[config.mk]
export PLATFORM = sky130hd
export DESIGN_NAME = serial_to_parallel_aligner
export DESIGN_NICKNAME = d
export VERILOG_FILES = /design/src/rtl/serial_to_parallel_aligner.sv
export SDC_FILE = /design/constraint.sdc
export NUM_CORES = 1
export LEC_CHECK = 0
export CAP_MARGIN = 20
export CELL_PAD_IN_SITES_DETAIL_PLACEMENT = 2
export CELL_PAD_IN_SITES_GLOBAL_PLACEMENT = 2
export CORE_ASPECT_RATIO = 0.9
export CORE_MARGIN = 10
export CORE_UTILIZATION = 33
export CTS_CLUSTER_DIAMETER = 100
export CTS_CLUSTER_SIZE = 28
export DETAILED_ROUTE_END_ITERATION = 8
export PLACE_DENSITY = 0.74
export SKIP_LAST_GASP = 1
export SYNTH_ARGS = -nofsm -noshare
export SYNTH_HDL_FRONTEND = slang
export SYNTH_SLANG_ARGS = --single-unit
[constraint.sdc]
create_clock -name clk -period 1.7 [get_ports clk]
set_clock_uncertainty 0.05 [all_clocks]
set_input_delay 0.425 -clock clk [delete_from_list [all_inputs] [get_ports clk]]
set_output_delay 0.425 -clock clk [all_outputs]
set_load 0.01 [all_outputs]
[src/rtl/serial_to_parallel_aligner.sv]
// Serial-to-parallel receive aligner.
// Shifts in a bit-serial stream MSB first, finds the byte boundary with a
// sliding compare against COM_SYMBOL, and locks after COM_COUNT consecutive
// boundary-aligned COMs. Once active, it presents every completed byte on
// data_out. valid_out flags non-COM bytes, and byte_strobe marks each
// completion edge. Only reset leaves the active state.
module serial_to_parallel_aligner #(
  parameter logic [7:0]  COM_SYMBOL = 8'hBC,
  parameter int unsigned COM_COUNT  = 4
) (
  input  logic       clk,
  input  logic       reset_L,
  input  logic       data_in,
  output logic [7:0] data_out,
  output logic       valid_out,
  output logic       byte_strobe,
  output logic       active
);

  typedef enum logic [1:0] {
    SEARCH = 2'd0,
    ALIGN  = 2'd1,
    ACTIVE = 2'd2
  } state_t;

  localparam logic [3:0] COM_TARGET = 4'(COM_COUNT);

  state_t     state_q,       state_d;
  logic [7:0] shift_q,       shift_d;
  logic [2:0] bit_cnt_q,     bit_cnt_d;
  logic [3:0] com_cnt_q,     com_cnt_d;
  logic [7:0] data_out_q,    data_out_d;
  logic       valid_q,       valid_d;
  logic       strobe_q,      strobe_d;

  logic [7:0] nxt;
  logic       byte_done;
  logic       nxt_is_com;
  logic [3:0] com_inc;

  // Window including the bit sampled on this edge, and byte-boundary decode.
  always_comb begin
    nxt        = {shift_q[6:0], data_in};
    byte_done  = (bit_cnt_q == 3'd7);
    nxt_is_com = (nxt == COM_SYMBOL);
    com_inc    = com_cnt_q + 4'd1;
  end

  // Next-state and output computation for the alignment FSM.
  always_comb begin
    state_d    = state_q;
    shift_d    = nxt;
    bit_cnt_d  = bit_cnt_q;
    com_cnt_d  = com_cnt_q;
    data_out_d = data_out_q;
    valid_d    = valid_q;
    strobe_d   = 1'b0;

    unique case (state_q)
      SEARCH: begin
        // Bit-by-bit slide. A hit fixes the byte boundary at this edge.
        bit_cnt_d = 3'd0;
        if (nxt_is_com) begin
          com_cnt_d = 4'd1;
          state_d   = (COM_COUNT == 1) ? ACTIVE : ALIGN;
        end
      end

      ALIGN: begin
        bit_cnt_d = bit_cnt_q + 3'd1;
        if (byte_done) begin
          if (nxt_is_com) begin
            com_cnt_d = com_inc;
            if (com_inc == COM_TARGET) begin
              state_d = ACTIVE;
            end
          end else begin
            // Broken run: drop the boundary and resume sliding next edge.
            com_cnt_d = 4'd0;
            state_d   = SEARCH;
          end
        end
      end

      ACTIVE: begin
        bit_cnt_d = bit_cnt_q + 3'd1;
        if (byte_done) begin
          data_out_d = nxt;
          valid_d    = !nxt_is_com;
          strobe_d   = 1'b1;
        end
      end

      default: begin
        state_d   = SEARCH;
        bit_cnt_d = 3'd0;
        com_cnt_d = 4'd0;
      end
    endcase
  end

  // State and datapath registers. Reset asynchronously clears everything.
  always_ff @(posedge clk or negedge reset_L) begin
    if (!reset_L) begin
      state_q    <= SEARCH;
      shift_q    <= 8'h00;
      bit_cnt_q  <= 3'd0;
      com_cnt_q  <= 4'd0;
      data_out_q <= 8'h00;
      valid_q    <= 1'b0;
      strobe_q   <= 1'b0;
    end else begin
      state_q    <= state_d;
      shift_q    <= shift_d;
      bit_cnt_q  <= bit_cnt_d;
      com_cnt_q  <= com_cnt_d;
      data_out_q <= data_out_d;
      valid_q    <= valid_d;
      strobe_q   <= strobe_d;
    end
  end

  // Drive the output ports from the registers.
  always_comb begin
    data_out    = data_out_q;
    valid_out   = valid_q;
    byte_strobe = strobe_q;
    active      = (state_q == ACTIVE);
  end

endmodule

==> impl_metrics.yaml <==
final_layout:
  final_area_um2: 1535
  drive_gt1_share_pct: 30.00
  multiInputGateArea_um2: 488.0
  final_nets: 131
  fillers: 355
  diodes: 0
  synthToLayoutAreaGrowth_pct: 34.69
  regArea_um2: 650.6
detailed_routing:
  drt_wl_total_mm: 3.121
  ant_nets: 0
  dr.max_layer_used: "met4"
  m1WireLength_mm: 1.293
  wl_met2_mm: 1.652
  via_per_inst: 4.945
  met3_length_um: 120
  drt_iter0_markers: 31
  wl_per_cell_um: 19.03
  vias: 811
  route.detailed.drc: 0
  drt_pass1_iterations: 2
worst_setup_path:
  cp_cell_sequence: "ha_2 -> buf_4 -> nand2b_1 -> o32ai_2 -> buf_4 -> a21oi_1 -> o211ai_2"
  endpoint_kind: "flip-flop"
  reg2reg_to: "state_q[0]"
  rr_startpoint: "com_cnt_q[0]"
  ff2ff_path_depth: 7
  critPathSlowestCell: "dfrtp_1"
  critPathKind: "reg -> reg"
  cpPeakStageDelay_ns: 0.44
  worstSetupEndpoint: "state_q[0]"
  cp.arrival_ns: 1.78
  path_max_fanout: 5
  reg2reg_slack_ns: 0.02
  cp-startpoint: "com_cnt_q[0]"
  crit_top_cell: "buf_4"
  required_ns: 1.80
  start_kind: "flip-flop"
power:
  p_seq_share_pct: 49.2
  p_clk_share_pct: 38.2
  p_comb_share_pct: 12.6
  power.density_nw_per_um2: 897.2
  p_int_mw: 1.043
  switching_power_mw: 0.3340
  irDropWorstVdd_mv: 0.4703
  p_leak_nw: 0.8128
  sw_frac_of_total_pct: 24.25
sta:
  fin_crit_sh_pct: 98.69
  fin_crit_ns: 1.678
  max_slew_margin_pct: 76.85
  maxSlewViolCount: 0
  setup_viol: 0
  fmax_mhz: 596.0
  hold_viol: 0
  hold_slack_ns: 0.3869
  worstMarginPinSlew_ns: 0.3424
  rsz0062_at_grt: "true"
yosys:
  yosysTopAreaCellShare_pct: 57.08
  syn_avg_cell_area_um2: 12.53
  netlist_area_um2: 1140
  synth_edf_count: 0
  synth_top_area_cell: "dfrtp_1"
  yosysMostFrequentCell: "dfrtp_1"
  synth.cells.most_frequent: "dfrtp_1 (26), mux2_2 (8), ha_1 (7), inv_1 (7), nand3_1 (5)"
  synth_nets: 101
  synthTopCellsByArea: "dfrtp_1 (57%), mux2_2 (7.9%), ha_1 (7.7%), inv_1 (2.3%), nand3_1 (2.2%)"
  seq_area_frac_synth_pct: 57.08
  ys_seq_elements: 26
  synthFlopType: "dfrtp_1"
  synth.distinct_cells: 31
  async_reset_ff_share_pct: 100.0
  syn_inst: 91
  yosysWarnings: 0
floorplan:
  rows: 20
  initial_core_util_pct: 33.99
  die_w_um: 81.95
  die_area_um2: 6208
  pin_count: 14
  chipHeight_um: 75.76
  coreArea_um2: 3353
placement:
  placed_area_um2: 1408
  port_buffers: 13
  gp_congestion: 0.7535
  hpwl_mm: 2.094
cts:
  insertion_delay_ns: 0.28
  cts_buffers: 3
  clkSinkCount: 26
  cts_root_buf: "clkbuf_8"
  clockBufferDepth: 2
  ctsHtreeMaxLevel: 1
  clkSlewWorstSetupHoldPaths_ns: 0.09
  tritoncts: "yes"
flow_run:
  max_cap_viol_count: 0
global_route:
  grt_pass1_wl_mm: 4.968
  antenna_found_initial: 0
  grtUsageTotal_pct: 10.65
  grt_overflow: 0
  grt_pass1_vias: 972
  grt_max_degree: 27
min_path:
  hold_path_class: "reg -> reg"
outcome:
  status: "finished clean"
stage by stage:
step	instances	setup slack (ns)	util, %	power, mW	setup TNS [ns]
3_3_place_gp	158	-0.3229	41.98	0.8338	-2.072
2_1_floorplan	91	0.05175	-	0.7561	0
4_1_cts	162	-0.05134	44.40	1.380	-0.05134
3_5_place_dp	158	-0.4024	41.98	0.8505	-2.441
5_1_grt	164	-0.04438	45.78	1.435	-0.1552
6_report	164	0.02222	45.78	1.377	0
cell families after synthesis:
| logic type | after synthesis | share of synthesized area (%) |
|---|---|---|
| DFF | 26 | 57.08 |
| and+or+nand+nor | 24 | 13.28 |
| AOI/OAI and AO/OA | 17 | 11.09 |
| buffers and inverters | 9 | 2.964 |
| muxes | 8 | 7.904 |
| adders and majority gates | 7 | 7.684 |
power groups by stage:
stage	Combinational (mW)	Clock, mW	Sequential (mW)
2_1_floorplan	0.0703	0	0.686
3_3_place_gp	0.148	0	0.686
3_5_place_dp	0.161	0	0.689
4_1_cts	0.169	0.534	0.677
5_1_grt	0.191	0.558	0.686
6_report	0.173	0.526	0.678
worst max-delay path, delay by kind of cell (launching register included):
family                     cells  cell delay (ns)
DFF                            1             0.44
and+or+nand+nor                1             0.11
adders and majority gates      1             0.21
AOI/OAI and AO/OA              3             0.43
buffers and inverters          2             0.30
repair_timing:
action                                  4_1_cts  5_1_grt
hold buffers                                  0        0
gates resized for setup                       4       12
endpoints found under the setup margin        7       20
setup buffers                                 0        2
pin swaps                                     1        1
cell usage in the layout, fill, tap and decap left out, types with 2 or more instances in the layout:
cell	instances
a21oi_1	3
and2_1	2
buf_4	14
clkbuf_8	3
clkdlybuf4s50_1	5
dfrtp_1	26
dlymetal6s2s_1	6
ha_1	6
inv_1	7
mux2_2	8
nand2b_1	2
nand3_1	5
nand4_1	4
nor2_1	2
o211ai_1	2
o21ai_0	2
metal layers:
metal,vias to the layer above,global-route usage [%]
met5,-,0
met4,0,5.660
met3,4,2.476
met2,11,18.96
met1,410,11.47
li1,386,-
cell type report:
type                    count  share of cell area [%]
repair buffers             27                   15.89
flip-flops and latches     26                   42.38
multi-input cells          56                   31.78
clock buffers               3                   2.689
well taps                  44                   3.586
clock inverters             1                   1.956
inverters                   7                   1.711
flip-flops by register name, summed over array words and instances, names as in the netlist:
register / count
byte_strobe: 1
valid_out: 1
com_cnt_q: 4
data_out: 8
shift_q: 7
state_q: 2
bit_cnt_q: 3
how the worst min path moves through the flow:
stage	start	endpoint	slack [ns]	depth (start not counted)
floorplan	reset_L	bit_cnt_q[0]	0.08	0
global placement	shift_q[2]	shift_q[3]	0.35	0
detailed placement	shift_q[1]	shift_q[2]	0.37	0
CTS	shift_q[2]	shift_q[3]	0.39	0
global route	bit_cnt_q[0]	bit_cnt_q[0]	0.41	1
finish	bit_cnt_q[0]	bit_cnt_q[0]	0.39	1
No activity file was read; power rests on OpenSTA's default activity.
